==> src/rtl/disp7seg_scan_ctrl.sv <==
`default_nettype none
// ============================================================================
//  Module      : disp7seg_scan_ctrl
//  Description : Multiplexed scan controller for an NDIG-digit 7-segment
//                display. One digit per clocken tick, an all-anodes-off guard
//                interval after every digit change, a double-buffered value
//                that swaps only at frame wrap, hex decode and optional
//                leading-zero blanking.
//  Revision    : 1.0  initial release
// ============================================================================
module disp7seg_scan_ctrl #(
  parameter int NDIG      = 4,
  parameter int BLANK_CYC = 16
) (
  input  logic              clock,
  input  logic              reset,
  input  logic              clocken,
  input  logic              enable,
  input  logic              lz_en,
  input  logic              load,
  output logic              load_ready,
  input  logic [4*NDIG-1:0] data_in,
  input  logic [NDIG-1:0]   dp_in,
  output logic [NDIG-1:0]   an,
  output logic [6:0]        seg,
  output logic              dp,
  output logic              frame_tick
);

  localparam int                c_IW         = (NDIG > 1) ? $clog2(NDIG) : 1;
  localparam int                c_CW         = $clog2(BLANK_CYC + 1);
  localparam logic [c_IW-1:0]   c_IDX_LAST   = c_IW'(NDIG - 1);
  localparam logic [c_CW-1:0]   c_BLANK_LAST = c_CW'(BLANK_CYC - 1);
  localparam logic [NDIG-1:0]   c_ONE        = NDIG'(1);

  typedef enum logic [1:0] {
    S_IDLE  = 2'd0,
    S_BLANK = 2'd1,
    S_SHOW  = 2'd2
  } state_t;

  state_t            r_state, w_state_nxt;
  logic [c_IW-1:0]   r_idx, w_idx_nxt;
  logic [c_CW-1:0]   r_bcnt, w_bcnt_nxt;
  logic              w_wrap;

  logic [4*NDIG-1:0] r_disp, r_pend;
  logic [NDIG-1:0]   r_disp_dp, r_pend_dp;
  logic              r_pend_valid;
  logic              w_take, w_xfer;

  logic [3:0]        w_nib;
  logic [6:0]        w_seg_dec;
  logic [NDIG-1:0]   w_hi_zero;
  logic              w_lz_blank;
  logic [NDIG-1:0]   w_an_sel;

  logic [NDIG-1:0]   r_an;
  logic [6:0]        r_seg;
  logic              r_dp;
  logic              r_frame_tick;

  // State, digit index and guard counter registers
  always_ff @(posedge clock) begin
    if (reset) begin
      r_state <= S_IDLE;
      r_idx   <= '0;
      r_bcnt  <= '0;
    end else begin
      r_state <= w_state_nxt;
      r_idx   <= w_idx_nxt;
      r_bcnt  <= w_bcnt_nxt;
    end
  end

  // Next-state logic: enable low wins everywhere; clocken only matters in SHOW
  always_comb begin
    w_state_nxt = r_state;
    w_idx_nxt   = r_idx;
    w_bcnt_nxt  = r_bcnt;
    w_wrap      = 1'b0;
    if (!enable) begin
      w_state_nxt = S_IDLE;
      w_idx_nxt   = '0;
      w_bcnt_nxt  = '0;
    end else begin
      case (r_state)
        S_IDLE: begin
          w_state_nxt = S_BLANK;
          w_idx_nxt   = '0;
          w_bcnt_nxt  = '0;
        end
        S_BLANK: begin
          if (r_bcnt == c_BLANK_LAST) begin
            w_state_nxt = S_SHOW;
            w_bcnt_nxt  = '0;
          end else begin
            w_bcnt_nxt = r_bcnt + 1'b1;
          end
        end
        S_SHOW: begin
          if (clocken) begin
            w_state_nxt = S_BLANK;
            w_bcnt_nxt  = '0;
            if (r_idx == c_IDX_LAST) begin
              w_idx_nxt = '0;
              w_wrap    = 1'b1;
            end else begin
              w_idx_nxt = r_idx + 1'b1;
            end
          end
        end
        default: w_state_nxt = S_IDLE;
      endcase
    end
  end

  // A load can only be taken while the pending slot is empty, and a transfer
  // needs a full slot, so the two are mutually exclusive by construction.
  assign w_take     = load & ~r_pend_valid;
  assign w_xfer     = r_pend_valid & (w_wrap | (r_state == S_IDLE));
  assign load_ready = ~r_pend_valid;

  // Pending and display buffers with the load handshake
  always_ff @(posedge clock) begin
    if (reset) begin
      r_pend       <= '0;
      r_pend_dp    <= '0;
      r_pend_valid <= 1'b0;
      r_disp       <= '0;
      r_disp_dp    <= '0;
    end else if (w_take) begin
      r_pend       <= data_in;
      r_pend_dp    <= dp_in;
      r_pend_valid <= 1'b1;
    end else if (w_xfer) begin
      r_disp       <= r_pend;
      r_disp_dp    <= r_pend_dp;
      r_pend_valid <= 1'b0;
    end
  end

  // Per digit: are this nibble and every more significant nibble zero?
  for (genvar k = 0; k < NDIG; k++) begin : g_lz
    assign w_hi_zero[k] = (r_disp[4*NDIG-1:4*k] == '0);
  end

  assign w_nib      = r_disp[{r_idx, 2'b00} +: 4];
  assign w_lz_blank = lz_en & (r_idx != '0) & w_hi_zero[r_idx];
  assign w_an_sel   = ~(c_ONE << r_idx);

  // Hex to active-low segment pattern {g,f,e,d,c,b,a}
  always_comb begin
    w_seg_dec = 7'h7F;
    case (w_nib)
      4'h0: w_seg_dec = 7'b1000000;
      4'h1: w_seg_dec = 7'b1111001;
      4'h2: w_seg_dec = 7'b0100100;
      4'h3: w_seg_dec = 7'b0110000;
      4'h4: w_seg_dec = 7'b0011001;
      4'h5: w_seg_dec = 7'b0010010;
      4'h6: w_seg_dec = 7'b0000010;
      4'h7: w_seg_dec = 7'b1111000;
      4'h8: w_seg_dec = 7'b0000000;
      4'h9: w_seg_dec = 7'b0010000;
      4'hA: w_seg_dec = 7'b0001000;
      4'hB: w_seg_dec = 7'b0000011;
      4'hC: w_seg_dec = 7'b1000110;
      4'hD: w_seg_dec = 7'b0100001;
      4'hE: w_seg_dec = 7'b0000110;
      4'hF: w_seg_dec = 7'b0001110;
      default: w_seg_dec = 7'h7F;
    endcase
  end

  // Registered outputs, one clock behind the scan state
  always_ff @(posedge clock) begin
    if (reset) begin
      r_an         <= '1;
      r_seg        <= 7'h7F;
      r_dp         <= 1'b1;
      r_frame_tick <= 1'b0;
    end else begin
      r_frame_tick <= w_wrap;
      if (r_state == S_SHOW) begin
        r_an  <= w_an_sel;
        r_seg <= w_lz_blank ? 7'h7F : w_seg_dec;
        r_dp  <= ~r_disp_dp[r_idx];
      end else begin
        r_an  <= '1;
        r_seg <= 7'h7F;
        r_dp  <= 1'b1;
      end
    end
  end

  assign an         = r_an;
  assign seg        = r_seg;
  assign dp         = r_dp;
  assign frame_tick = r_frame_tick;

endmodule
`default_nettype wire

==> config.mk <==
export PLATFORM = sky130hd
export DESIGN_NAME = disp7seg_scan_ctrl
export DESIGN_NICKNAME = d
export VERILOG_FILES = /design/src/rtl/disp7seg_scan_ctrl.sv
export SDC_FILE = /design/constraint.sdc
export NUM_CORES = 1
export LEC_CHECK = 0
export ABC_AREA = 0
export BUFFER_PORTS_ARGS = -buffer_cell sky130_fd_sc_hd__buf_2
export CAP_MARGIN = 40
export CORE_MARGIN = 8
export CORE_UTILIZATION = 59
export CTS_BUF_LIST = sky130_fd_sc_hd__clkbuf_4 sky130_fd_sc_hd__clkbuf_8
export DETAILED_ROUTE_END_ITERATION = 8
export PLACE_DENSITY = 0.94
export SLEW_MARGIN = 20
export SYNTH_ARGS = -nofsm -noshare
export SYNTH_HDL_FRONTEND = slang
export SYNTH_SLANG_ARGS = --single-unit
==> constraint.sdc <==
create_clock -name clock -period 2.4 [get_ports clock]
set_clock_uncertainty 0.2 [all_clocks]
set_input_delay 0.36 -clock clock [delete_from_list [all_inputs] [get_ports clock]]
set_output_delay 0.36 -clock clock [all_outputs]
set_load 0.1 [all_outputs]
* After elaboration in Yosys (flattened, before gate mapping) *
Memories as Yosys holds them, arrays and structs flattened. A register that Yosys moved wholly into a read port is not among the register bits.
Cells that the tools add are included.

storage, ports and cells
  bits in latches = 0
  bits of input ports = 26
  RAM bits = 0
  output and inout port bits = 14
  memory bits (read-only) = 112
  memories kept = 1
  flip-flop bits (word level) = 56
  word-level logic and storage cells = 69

memories
  memory           depth  width  read ports  clocked after Yosys merged registers in  write ports  line  text
  (no name shown)  16     7      1           1                                        0            155   case (w_nib)

cells by class
  shift-type cells = 2
  equality and inequality tests = 6
  div/mod/pow operators = 0
  bitwise logic cells = 11
  magnitude comparators = 1
  multipliers = 0
  mux-type cells = 19
  reductions and logical operators = 16
  add/subtract/negate cells = 2

operators by type and width
  kind                                                                  count
  16-bit logical NOT                                                    1
  16-bit by 5-bit variable part select with 4-bit output                1
  5-bit case mux with 3 select lines                                    1
  12-bit logical NOT                                                    1
  5-bit two-way mux                                                     2
  8-bit logical NOT                                                     1
  1-bit two-way mux                                                     8
  2-bit two-way mux                                                     4
  2-bit AND reduction                                                   4
  2-bit case mux with 3 select lines                                    1
  2-bit nonzero test                                                    3
  5-bit by 1-bit adder with 5-bit output, second input constant         1
  5-bit by 4-bit == test with 1-bit output, second input constant       1
  1-bit NOT                                                             5
  1-bit AND                                                             4
  1-bit binary-select mux with 2-bit select                             2
  2-bit == test, second input constant                                  2
  4-bit logical NOT                                                     1
  2-bit != test, second input constant                                  2
  4-bit NOT                                                             1
  2-bit case mux with 2 select lines                                    1
  2-bit OR reduction                                                    2
  1-bit by 2-bit left shift with 4-bit output, first input constant     1
  2-bit by 3-bit < comparator with 1-bit output, second input constant  1
  other kinds (6)                                                       6

* Logic depth before layout (Yosys ltp) *
  depth after elaboration = 9
  depth in mapped cells = 8
  gate-level depth less buffers = 7

* Worst setup path after synthesis *
Ideal clock, no wire load.

  path type = reg2reg
  start = register r_idx[0]
  end = register r_seg[4] (netlist: seg[4])
  path buffers = 1
  data arrival time = 1.726 ns
  stages on the path, launching flop included = 7
  period minus slack after synthesis = 2.043 ns
  setup time = 0.117 ns
  slack = 0.357 ns
  required time = 2.083 ns
  path through = dfxtp_1 > buf_6 > mux4_2 > ha_1 > mux2_4 > o21ai_1 > nand2_1

on the way
  word-level cells in the longest chain between the ends = 4
  elaborated cells between the ends (all ways) = 7
  those cells by class = shift: 1; mux: 2; bitwise: 2; reduce/logical: 2

ends and longest elaborated chain
  item                                                                                    line  text
  from (decl)                                                                             43    logic [c_IW-1:0] r_idx, w_idx_nxt;
  from (signal assigned)                                                                  71    r_idx <= w_idx_nxt;
  1-bit binary-select mux with 2-bit select / 2-bit nonzero test (equally long branches)  149   assign w_lz_blank = lz_en & (r_idx != '0) & w_hi_zero[r_idx];
  1-bit two-way mux (implied by the code) / 1-bit AND (equally long branches)             149
  1-bit AND                                                                               149
  3-bit OR reduction (no line)                                                            n/a
  to (decl)                                                                               59    logic [6:0] r_seg;

Several ways; a longest one is shown, not always the timed one. The select of a mux whose other input is x is not followed.
A chain may end at the register's enable or synchronous reset.

* Final worst setup path *
  start = register r_idx[1]
  end = register r_seg[2] (netlist: seg[2])

The elaborated chain is that of the path after synthesis.

==> out/results.ini <==
[run_status]
status=complete, no violations

[placed_design]
placedInstanceArea_sq_mm=0.00295
dp_cells=376
dp_slack_ps=244
portBuffers=39
place_hpwl_um=3890
place.gp.congestion=0.825

[synth]
synth_largest_area_cell=dfxtp_1
synth_warnings=0
syn_avg_cell_area_sq_um=9.14
synth_seq_cells=63
synth_top_area_share=0.463
syn_inst=298
syn_nets=335
ys_types=39
synthesis.area_sq_mm=0.00273
synthTopCellsByArea=dfxtp_1, mux2i_1, nand2_1, a21oi_1, ha_1
yosysSeqAreaShare=0.463

[clock_tree]
cts_root_buffer=clkbuf_8
ctsResizeCount=0
cts_buffers=9
cts_tree=yes
clock_latency_ps=330
cts_buffer_depth=2
hold_buffers=0
htree_levels=3
cts_sinks=63
cts_setup_buffers=0
clk_pin_slew_worst_paths_ps=60

[power_and_ir_drop]
p_leak_uw=0.00124
p_per_area_mw_per_mm2=710
worst_ir_drop_vdd_uv=461

[sta]
slew_headroom=0.575
setup_tns_ps=0
slew_viol_final=0
fin_ws_ps=190
layout_min_cycle_time_ps=2210
worst_pin_slew_ps=636
setup_viol=0
whs_ps=59.3
max_freq_mhz=452
fin_crit_sh=0.921
hold_violations=0
rsz0062_at_grt=no

[route]
dr.first_iter.drc_count=136
finalWirelength_um=5630
drc_errors=0
vias=2162
vias_per_cell=5.53
dr.pass1.iters=4
detail-route-antenna-nets=0
wl_per_cell_um=14.4

[floorplan]
pin_count=40
start_util=0.617
die_h_um=84.0
die-area_sq_mm=0.00705
core.rowCount=24
die-width_um=84.0
core_sq_mm=0.00441

[final_layout]
multi_input_area_sq_mm=0.00135
instances_no_fill=391
nFillCells=309
area_growth_pct=16.3
stdcell_area_sq_mm=0.00317
fin_nets=372
diodes=0
ff_latch_area_sq_mm=0.00126
drive_gt1_frac=0.209

[global_routing]
gr-usage-all-layers=0.163
grt_pass1_vias=2074
grt_remaining_overflow=0
grt_pass1_wl_um=9390
grt_max_degree=44
antenna_found_initial=0

[worst_hold_path]
hp-class=in2reg

[setup_path]
crit_required_ps=2440
worst-path-max-fanout=12
worstSetupPathType=reg2reg
start_kind=flip-flop
critical_path_arrival_ps=2250
endpoint_kind=flip-flop

[job]
maxCapViolCount=0

## critical path, stage by stage, from the launching register on
cell      delay, ps
dfxtp_1         600
inv_1           180
ha_1            240
nand3b_1        180
o41a_2          590
o311ai_1        120
## state kept, by name, indices dropped and copies added (netlist names)
| name | count |
|---|---|
| an | 4 |
| dp | 1 |
| frame_tick | 1 |
| r_bcnt | 5 |
| r_disp | 16 |
| r_disp_dp | 4 |
| r_idx | 2 |
| r_pend | 16 |
| r_pend_dp | 4 |
| r_pend_valid | 1 |
| r_state | 2 |
| seg | 7 |
## cells in the final DEF (no fill, tap or decap), types with 4 or more instances in the layout
| cell | count |
|---|---|
| xor2_1 | 4 |
| a21oi_1 | 29 |
| nor2_1 | 32 |
| mux4_2 | 6 |
| ha_1 | 11 |
| mux2i_1 | 21 |
| o21ai_0 | 4 |
| inv_1 | 10 |
| nor3b_1 | 4 |
| dfxtp_1 | 63 |
| buf_2 | 39 |
| clkbuf_8 | 10 |
| nand2_1 | 52 |
| buf_4 | 4 |
| nor4_1 | 5 |
| nand3_1 | 9 |
## worst paths after layout
kind | from | endpoint | slack [ps] | cells past startpoint
worst max-delay path | r_idx[1] | seg[2] | 190 | 5
worst min-delay path | data_in[7] | r_pend[7] | 60 | 3
worst max register to register | r_idx[1] | seg[2] | 190 | 5
worst min register to register | r_pend[3] | r_pend[3] | 260 | 2
## Yosys cell counts
| cell type | number |
|---|---|
| o22ai_1 | 1 |
| xor2_1 | 4 |
| o41a_2 | 1 |
| nand3_1 | 9 |
| or2_2 | 1 |
| and4b_1 | 1 |
| nor2b_1 | 2 |
| o21ai_0 | 4 |
| a211oi_1 | 2 |
| nor4_1 | 5 |
| mux4_2 | 6 |
| ha_1 | 11 |
| buf_4 | 2 |
| nand3b_1 | 2 |
| buf_6 | 2 |
| o21ba_2 | 1 |
| mux2i_1 | 21 |
| dfxtp_1 | 63 |
| mux2_4 | 1 |
| xnor2_1 | 1 |
| o21ai_1 | 2 |
| nor3_1 | 2 |
| nor2_1 | 32 |
| o31ai_1 | 1 |
| a21bo_2 | 1 |
| nand2_1 | 52 |
| inv_1 | 10 |
| o311ai_1 | 1 |
| buf_2 | 3 |
| a22oi_1 | 1 |
| o211ai_1 | 2 |
| clkbuf_1 | 11 |
| nand2b_1 | 2 |
| and3_1 | 1 |
| nor3b_1 | 4 |
| and2_1 | 2 |
| o21bai_1 | 1 |
| a21oi_1 | 29 |
| a311oi_1 | 1 |
## final cells by class
class                           instances  share of cell area
Multi-Input combinational cell        207               0.424
Sequential cell                        63               0.398
Timing Repair Buffer                   44              0.0774
Clock buffer                           11              0.0458
Clock inverter                          4              0.0221
Tap cell                               52              0.0205
Inverter                               10              0.0118
## cell families (layout without fill, tap and decap cells)
family	count (synthesis)	after routing	share of synthesized area
compound gates	48	48	0.104
fa+ha+maj	11	11	0.0505
mux	28	28	0.132
simple gates	115	115	0.186
xor+xnor	5	5	0.0161
flops	63	63	0.463
buf+inv	28	69	0.0482
## metrics by stage
| stage | total power, uW | util |
|---|---|---|
| after global placement | 1280 | 0.669 |
| after global routing | 2340 | 0.718 |
| final | 2250 | 0.718 |
| after floorplan | 1230 | - |
| after detailed placement | 1280 | 0.669 |
| after CTS | 2270 | 0.718 |
## where the power goes
group          total, uW  switching, uW  internal [uW]
sequential          1100           23.2           1080
clock                986            371            615
combinational        163           95.4           68.1
## layer usage
metal / GRT usage / wire length (um) / vias up
met5: 0 / 0 / -
met4: 0.0816 / 57 / 0
met3: 0.0596 / 331 / 6
met2: 0.251 / 2690 / 66
met1: 0.193 / 2550 / 1008
li1: - / - / 1082
No activity file was read; power rests on OpenSTA's default activity.
